`src/rtl/alu_issue_queue.sv`:
```
// Command FIFO feeding a combinational 32-bit ALU, with a registered result stage on a valid/ready output.
// Chained commands take the most recently issued result as operand A.
module alu_issue_queue #(
   parameter int DEPTH = 4,
   parameter int CW    = 3
) (
   input  logic          clk,
   input  logic          reset,
   input  logic          in_valid,
   output logic          in_ready,
   input  logic [2:0]    in_op,
   input  logic [31:0]   in_a,
   input  logic [31:0]   in_b,
   input  logic          in_chain,
   output logic [31:0]   alu_a,
   output logic [31:0]   alu_b,
   output logic [2:0]    alu_op,
   input  logic [31:0]   alu_c,
   output logic          out_valid,
   input  logic          out_ready,
   output logic [31:0]   out_c,
   output logic [2:0]    out_op,
   output logic [CW-1:0] count
);

   localparam int AW = $clog2(DEPTH);

   typedef struct packed {
      logic [2:0]  op;
      logic [31:0] a;
      logic [31:0] b;
      logic        chain;
   } cmd_t;

   cmd_t          mem [DEPTH];
   cmd_t          head;
   cmd_t          in_cmd;
   logic [AW-1:0] wr_ptr;
   logic [AW-1:0] rd_ptr;
   logic [31:0]   last_result;
   logic          empty;
   logic          full;
   logic          push;
   logic          issue;

   assign empty    = (count == '0);
   assign full     = (count == CW'(DEPTH));
   assign in_ready = !full;
   assign push     = in_valid && !full;
   // A held result blocks issue until the consumer takes it; the same edge may then refill the stage.
   assign issue    = !empty && (!out_valid || out_ready);
   assign head     = mem[rd_ptr];
   assign in_cmd   = '{op: in_op, a: in_a, b: in_b, chain: in_chain};

   // NOTE: every output of a combinational block gets a default first, so no path can infer a latch.
   always_comb begin
      alu_a  = '0;
      alu_b  = '0;
      alu_op = '0;
      if (!empty) begin
         alu_op = head.op;
         alu_b  = head.b;
         alu_a  = head.chain ? last_result : head.a;
      end
   end

   // NOTE: the entry storage has no reset; an entry is only ever read while count says it is valid.
   always_ff @(posedge clk) begin
      if (push)
         mem[wr_ptr] <= in_cmd;
   end

   // NOTE: sequential state uses non-blocking assignments so every register samples pre-edge values.
   always_ff @(posedge clk or posedge reset) begin
      if (reset) begin
         wr_ptr <= '0;
         rd_ptr <= '0;
         count  <= '0;
      end else begin
         if (push)
            wr_ptr <= wr_ptr + 1'b1;
         if (issue)
            rd_ptr <= rd_ptr + 1'b1;
         unique case ({push, issue})
            2'b10:   count <= count + 1'b1;
            2'b01:   count <= count - 1'b1;
            default: count <= count;
         endcase
      end
   end

   always_ff @(posedge clk or posedge reset) begin
      if (reset) begin
         out_valid   <= 1'b0;
         out_c       <= '0;
         out_op      <= '0;
         last_result <= '0;
      end else if (issue) begin
         out_valid   <= 1'b1;
         out_c       <= alu_c;
         out_op      <= head.op;
         last_result <= alu_c;
      end else if (out_ready) begin
         out_valid   <= 1'b0;
      end
   end

endmodule

```
`config.mk`:
```
export PLATFORM = sky130hd
export DESIGN_NAME = alu_issue_queue
export DESIGN_NICKNAME = d
export VERILOG_FILES = /design/src/rtl/alu_issue_queue.sv
export SDC_FILE = /design/constraint.sdc
export NUM_CORES = 1
export LEC_CHECK = 0
export ABC_AREA = 1
export BUFFER_PORTS_ARGS = -buffer_cell sky130_fd_sc_hd__buf_2
export CAP_MARGIN = 40
export CORE_ASPECT_RATIO = 0.5
export CORE_UTILIZATION = 30
export DETAILED_ROUTE_END_ITERATION = 8
export PLACE_DENSITY = 0.51
export SETUP_SLACK_MARGIN = 0.5
export SLEW_MARGIN = 20
export SYNTH_ARGS = -nofsm -noshare
export SYNTH_HDL_FRONTEND = slang
export SYNTH_SLANG_ARGS = --single-unit
```
`constraint.sdc`:
```
create_clock -name clk -period 8.9 [get_ports clk]
set_clock_uncertainty 0.05 [all_clocks]
set_input_delay 0.445 -clock clk [delete_from_list [all_inputs] [get_ports clk]]
set_output_delay 0.445 -clock clk [all_outputs]
set_load 0.01 [all_outputs]
```
* After elaboration in Yosys (flattened, before gate mapping)
Memory sizes are Yosys's and may differ from the RTL's.
Cells that the tools add are included.
** Word-level totals
- Bits of input ports :: 104
- Output and inout bits :: 107
- Memories kept :: 1
- Register bits after elaboration :: 43
- Memory bits (writable) :: 272
** Memory list
- mem :: depth 4, bits a word 68, read ports 1, clocked after memory_dff 0, write ports 1, line 35 : cmd_t mem [DEPTH];
** Cells by class
- Muxes and demuxes :: 9
- Equality and inequality tests :: 3
- Add/subtract/negate cells :: 4
- Reduce and logical (&&, ||, !) cells :: 9
** Operators with widths (number)
- 32-bit two-way mux :: 3
- 3-bit case mux with 2 select lines :: 1
- 2-bit by 1-bit adder with 2-bit output (second input constant) :: 2
- 1-bit two-way mux :: 4
- 2-bit nonzero test :: 2
- 3-bit by 1-bit adder with 3-bit output (second input constant) :: 1
- 3-bit == test (second input constant) :: 1
- 1-bit logical NOT :: 3
- 3-bit logical NOT :: 1
- 3-bit two-way mux :: 1
- 3-bit by 1-bit subtractor with 3-bit output (second input constant) :: 1
- 2-bit by 1-bit == test with 1-bit output (second input constant) :: 1
- 2-bit == test (second input constant) :: 1
- 1-bit logical AND :: 2
- 1-bit logical OR :: 1

* Longest topological paths before layout
Gate-level depths: netlist of the first run.
- Word-level depth :: 5
- Depth in mapped cells :: 13

* Worst setup path before layout of the first run
Ideal clock, no wire load.
- Kind :: flip-flop to flip-flop
- Start :: register count[0]
- End :: memory mem[0][0] in the netlist's numbering, enable pin
- Required time :: 8.355 ns
- Arrival time :: 3.706 ns
- Path buffers :: 0
- Clock period less this slack :: 4.251 ns
- Slack :: 4.649 ns
- Stages on the path, launching flop included :: 5
- Cell sequence :: dfrtp_1 -> inv_2 -> nand3_1 -> nand2_1 -> nor2_1
** On the way
- Longest elaborated chain between the ends :: 5
** Ends and longest elaborated chain
- start, declared :: line 23 : output logic [CW-1:0] count
- start signal, assigned :: line 85 : 2'b10: count <= count + 1'b1;
- start signal, assigned :: line 86 : 2'b01: count <= count - 1'b1;
- start signal, assigned :: line 87 : default: count <= count;
- 3-bit == test :: line 47 : assign full = (count == CW'(DEPTH));
- 1-bit logical NOT
- net in_ready :: line 10 : output logic in_ready,
- 1-bit logical AND :: line 49 : assign push = in_valid && !full;
- 1-bit two-way mux :: line 69 : if (push)
- 1-bit two-way mux (implied by the code) :: line 70 : mem[wr_ptr] <= in_cmd;
- end, declared :: line 35
The timed path passes the listed nets, and every way through them passes these cells.

* Worst setup path after layout of the first run
- Start :: register rd_ptr[0]
- End :: output port alu_a[16]
** On the way
- Longest elaborated chain between the ends :: 3
** Ends and longest elaborated chain
- start, declared :: line 39 : logic [AW-1:0] rd_ptr;
- start signal, assigned :: line 83 : rd_ptr <= rd_ptr + 1'b1;
- memory read 4 x 68 bit
- 32-bit two-way mux :: line 63 : alu_a = head.chain ? last_result : head.a;
- 32-bit two-way mux :: line 60 : if (!empty) begin
- end, declared :: line 15 : output logic [31:0] alu_a,
Every way passes these cells.

==> flow_summary.json, run 1 <==
{
  "hold_class": "primary input to flip-flop",
  "period_needed_ps": 4507,
  "final_cell_area_um2": 16450,
  "slew_headroom_pct": 49.26,
  "grt_use_total_pct": 14.26,
  "ctsResizeCount": 0,
  "cts_tree": "done",
  "syn-num-nets": 1385,
  "ctsRootBufferMaster": "clkbuf_16",
  "ys_top_cells_by_area": "edfxtp_1, dfrtp_1, nand2_1",
  "hold_end": "last_result[2]",
  "yosysSeqAreaShare_pct": 69.14,
  "grt_antenna_before_repair": 2,
  "die_area_um2": 45460,
  "reg2reg_slack_ps": 6200,
  "vdd_drop_max_mv": 0.1687,
  "worstPathRequired_ps": 8410,
  "dpl.hpwl_mm": 19.75,
  "reg2reg_to": "count[2]",
  "critical_path_class": "flip-flop to output port",
  "grt_max_degree": 76,
  "finalCritPeriodShare_pct": 50.64,
  "postPlaceCellArea_um2": 15060,
  "synth_cells": 1275,
  "synth.avg_cell_area_um2": 10.49,
  "power_density_nw_per_um2": 353.4,
  "worst_pin_slew_ps": 758.4,
  "die_w_um": 300.5,
  "fin_util_pct": 37.56,
  "postRouteWirelength_mm": 33.01,
  "ant_nets": 0,
  "vias": 9106,
  "grt_pass1_vias": 8355,
  "crit_arrival_ps": 4010,
  "grt-ovfl-total": 0,
  "synth_ff_type": "edfxtp_1",
  "start_kind": "flip-flop",
  "area_growth_pct": 23.01,
  "synth_most_common_cell": "nand2_1",
  "grt_pass1_wl_mm": 49.47,
  "leakagePower_nw": 7.108,
  "synthTopCellsByCount": "nand2_1, edfxtp_1, nor2_1",
  "critPathCaptureType": "output port",
  "r2r-start": "count[0]",
  "gp_congestion": 0.7856,
  "synth-seq-cells": 315,
  "maxSlewViolCount": 0,
  "yosys.area.top_type_share_pct": 61.09,
  "synth_cell_types": 24,
  "clk_pin_slew_ps": 60,
  "cts_made_buffers": 31,
  "ios": 211,
  "synth.yosys.warnings": 0,
  "rr_worst_depth": 11,
  "rows": 54,
  "firstDrtPassIters": 4,
  "drt_first_iter_violations": 467,
  "clock_path_buffers": 3,
  "nets": 1615,
  "core-area_um2": 43780,
  "setup_viol": 0,
  "layout-drive-gt1-share_pct": 19.10,
  "initial_utilization_pct": 30.54,
  "yosysTopAreaCell": "edfxtp_1",
  "async_flop_share_pct": 13.65,
  "setup_tns_ps": 0,
  "drc_errors": 0,
  "hold-path-cell-count": 3,
  "die_y_um": 151.3,
  "clk_latency_ps": 580,
  "fillers": 4319,
  "rsz0062_at_grt": "false",
  "viasPerCell": 4.299,
  "min_from": "alu_c[2]",
  "post_drt_wl_per_cell_um": 15.58,
  "synth_area_um2": 13370,
  "maxCapViolations": 0,
  "synth_edf_count": 272,
  "portBuffers": 210,
  "outcome": "completed",
  "htreeDepth": 1,
  "hold_violations": 0,
  "worstPathMaxFanout": 66,
  "max_freq_mhz": 221.9,
  "cts_sinks": 315
}
## critical path, cell delays in order, from the launching register on
cell	delay [ps]
dfrtp_4	900
inv_4	340
buf_4	380
buf_16	260
nand2_1	90
nand3_1	510
buf_4	450
nand3_1	90
nand2_1	50
nor2_1	160
buf_2	160
## registers in the layout (all words and copies together) (netlist names)
signal	flops
count	3
last_result	32
mem	272
out_op	3
out_valid	1
rd_ptr	2
wr_ptr	2
## per-layer routing
layer / global-route usage (%) / part of all wire (%) / up-vias
li1: - / - / 4605
met1: 18.18 / 43 / 4359
met2: 25.17 / 52 / 100
met3: 2.610 / 3.4 / 40
met4: 3.325 / 1.8 / 2
met5: 0 / 0.021 / -
## layout make-up
class	count	area, um2	area share [%]
timing repair buffer	264	1664	10.12
clock inverter	11	120.1	0.7304
inverter	169	636.9	3.872
antenna	1	2.502	0.01522
clock buffer	46	882.1	5.364
tap	588	735.7	4.474
sequential	315	9249	56.24
multi-input combinational	724	3156	19.19
## metrics by stage
stage	total power [W]	hold WS, ps	setup WS (ps)	std cells
floorplan	0.003656	468.7	4649	1275
global placement	0.004509	422.6	4739	2020
detailed placement	0.004568	426.9	4849	2025
CTS	0.005887	0.1896	4222	2115
global route	0.006258	1.980	3962	2117
finish	0.005811	22.90	4393	2118
## how the worst max path moves through the flow
stage               depth (start not counted)         to       from
floorplan                                   4  mem[0][0]   count[0]
global placement                            8  alu_a[16]  rd_ptr[0]
detailed placement                         10  alu_a[16]  rd_ptr[0]
CTS                                        10  alu_a[16]  rd_ptr[0]
global route                               10  alu_a[16]  rd_ptr[0]
finish                                     10  alu_a[16]  rd_ptr[0]
## power breakdown
group	internal [W]	switching [W]
Clock	0.000743	0.000550
Combinational	0.000819	0.00156
Sequential	0.00197	0.000165
Total	0.00353	0.00228
## repair_timing
action	in CTS	in global routing
setup buffers	0	0
hold buffers	33	0
setup endpoints to repair	0	0
hold endpoints to repair	125	0
## layout by cell type, fill, tap and decap left out, types with 14 or more instances in the layout
master,Yosys,layout
clkbuf_16,0,31
a21oi_1,34,34
dlygate4sd3_1,0,33
nand2_1,277,276
nand3_1,95,95
buf_4,6,14
edfxtp_1,272,272
nor2_1,204,200
dfrtp_1,43,41
o21ai_0,85,85
inv_1,163,162
buf_2,33,210
## logic make-up after synthesis
family                     share of synthesized area [%]
DFF                                                69.14
and+or+nand+nor                                    17.87
AOI/OAI and AO/OA                                  4.679
adders and majority gates                         0.6177
xor gates and xnor gates                          0.1966
buffers and inverters                              7.497
Note: power is estimated with default switching activity, not from simulation.
==> run 2, diff against run 1 <==
- PLACE_DENSITY: 0.51 -> 0.52
- clock period: 8.9 -> 3.85 ns (I/O delays scaled with it)
==> flow_summary.json, run 2 (same netlist as run 1, synthesis figures left out) <==
{
  "period_needed_ps": 2732,
  "path_buf_inv": 2,
  "postPlaceCellArea_um2": 15100,
  "grt_pass1_wl_mm": 51.32,
  "postRouteWirelength_mm": 34.02,
  "die_area_um2": 45460,
  "die_w_um": 300.5,
  "critPathCaptureType": "output port",
  "max_freq_mhz": 366.0,
  "dpl.hpwl_mm": 19.54,
  "cp_top_family": "simple AND/OR/NAND/NOR gates",
  "r2r-start": "count[0]",
  "mostFrequentLayoutCell": "nand2_1",
  "start_kind": "flip-flop",
  "critical_path_class": "flip-flop to output port",
  "cts_sinks": 315,
  "clock_path_buffers": 3,
  "clk_latency_ps": 520,
  "ios": 211,
  "vias": 9523,
  "firstDrtPassIters": 4,
  "drc_errors": 0,
  "cts_made_buffers": 34,
  "final_cell_area_um2": 17260,
  "hold_ws_ps": 269.7,
  "layout-drive-gt1-share_pct": 18.68,
  "leakagePower_nw": 7.454,
  "hold-path-cell-count": 4,
  "post_drt_wl_per_cell_um": 15.51,
  "ctsRootBufferMaster": "clkbuf_16",
  "clk_pin_slew_ps": 60,
  "portBuffers": 210,
  "slowest_delay_ps": 610,
  "grt-ovfl-total": 0,
  "initial_utilization_pct": 30.54,
  "layout_common_cells": "nand2_1, edfxtp_1, buf_2",
  "rsz0062_at_grt": "false",
  "vdd_drop_max_mv": 0.3309,
  "drt_first_iter_violations": 531,
  "hold_class": "primary input to flip-flop",
  "nets": 1691,
  "setup_viol": 0,
  "largest_register_ff_count": 272,
  "worstPathRequired_ps": 3610,
  "worstPathMaxFanout": 32,
  "hold_violations": 0,
  "area_growth_pct": 29.07,
  "grt_use_total_pct": 14.69,
  "grt_max_degree": 136,
  "maxSlewViolCount": 0,
  "viasPerCell": 4.340,
  "maxCapViolations": 0,
  "hold_end": "wr_ptr[1]",
  "ctsResizeCount": 0,
  "grt_pass1_vias": 9215,
  "top_regs": "mem: 272 flops, last_result: 32 flops",
  "worst_pin_slew_ps": 857.0,
  "top_register": "mem",
  "crit_arrival_ps": 2490,
  "cp_cell_sequence": "inv_2 -> nand3_2 -> nand3b_1 -> nand2_1 -> nor2_1 -> buf_2",
  "cp_slowest_cell": "nand3_2",
  "setup_tns_ps": 0,
  "reg2reg_to": "count[2]",
  "htreeDepth": 2,
  "ant_nets": 0,
  "power_density_nw_per_um2": 801.4,
  "slew_headroom_pct": 42.86,
  "min_from": "in_valid",
  "rr_worst_depth": 9,
  "gp_congestion": 0.7692,
  "finalCritPeriodShare_pct": 70.97,
  "core-area_um2": 43780,
  "reg2reg_slack_ps": 1490,
  "rows": 54,
  "die_y_um": 151.3,
  "outcome": "completed",
  "cts_tree": "done",
  "grt_antenna_before_repair": 0,
  "diodes": 0
}
==> run 2: power by group <==
group          leakage [nW]  switching (W)  total, W  internal [W]
clock network         0.544        0.00132   0.00326       0.00194
logic                  3.90        0.00380   0.00574       0.00195
registers              3.01       0.000265   0.00483       0.00456
==> run 2: layout make-up <==
type                       count  area, um2
sequential                   315       9249
clock buffer                  45      987.2
timing repair buffer         337       2362
tap                          588      735.7
inverter                     169      636.9
multi-input combinational    724       3153
clock inverter                16      131.4
fill                        4315      26530
==> run 2: worst max-delay path by stage <==
stage	start	slack, ps	end	cells past startpoint
2_1_floorplan	count[0]	-400	mem[0][0]	4
3_3_place_gp	rd_ptr[1]	1460	alu_a[29]	6
3_5_place_dp	count[0]	1470	mem[0][55]	5
4_1_cts	rd_ptr[0]	1050	alu_a[2]	9
5_1_grt	rd_ptr[0]	940	alu_a[1]	9
6_report	rd_ptr[1]	1120	alu_a[31]	6
==> run 2: repair_timing <==
item	4_1_cts	5_1_grt
hold buffers	102	0
hold endpoints to repair	348	0
buffers inserted	0	0
==> run 2: per-layer routing <==
| layer | up-vias | track usage (%) | wire [um] |
|---|---|---|---|
| met1 | 4607 | 18.03 | 14970 |
| met4 | 0 | 4.061 | 669 |
| met3 | 50 | 2.309 | 861 |
| li1 | 4766 | - | - |
| met2 | 100 | 26.85 | 17530 |
| met5 | - | 0 | 0 |
==> run 2: stage by stage <==
step | std cells | setup WS [ps] | power, W | util, %
after floorplan | 1275 | -400.9 | 0.008452 | -
after global placement | 2028 | 1462 | 0.01055 | 34.38
after detailed placement | 2030 | 1474 | 0.01063 | 34.48
after CTS | 2193 | 1052 | 0.01402 | 39.37
after global routing | 2194 | 939.3 | 0.01483 | 39.41
final | 2194 | 1118 | 0.01383 | 39.41
==> run 2: worst reg2reg max path: cells and delay by family (launching register included) <==
| kind | cells | cell delay (ps) |
|---|---|---|
| simple gates | 4 | 900 |
| fa+ha+maj | 2 | 620 |
| flops | 1 | 410 |
| buf+inv | 2 | 170 |
| xor+xnor | 1 | 150 |
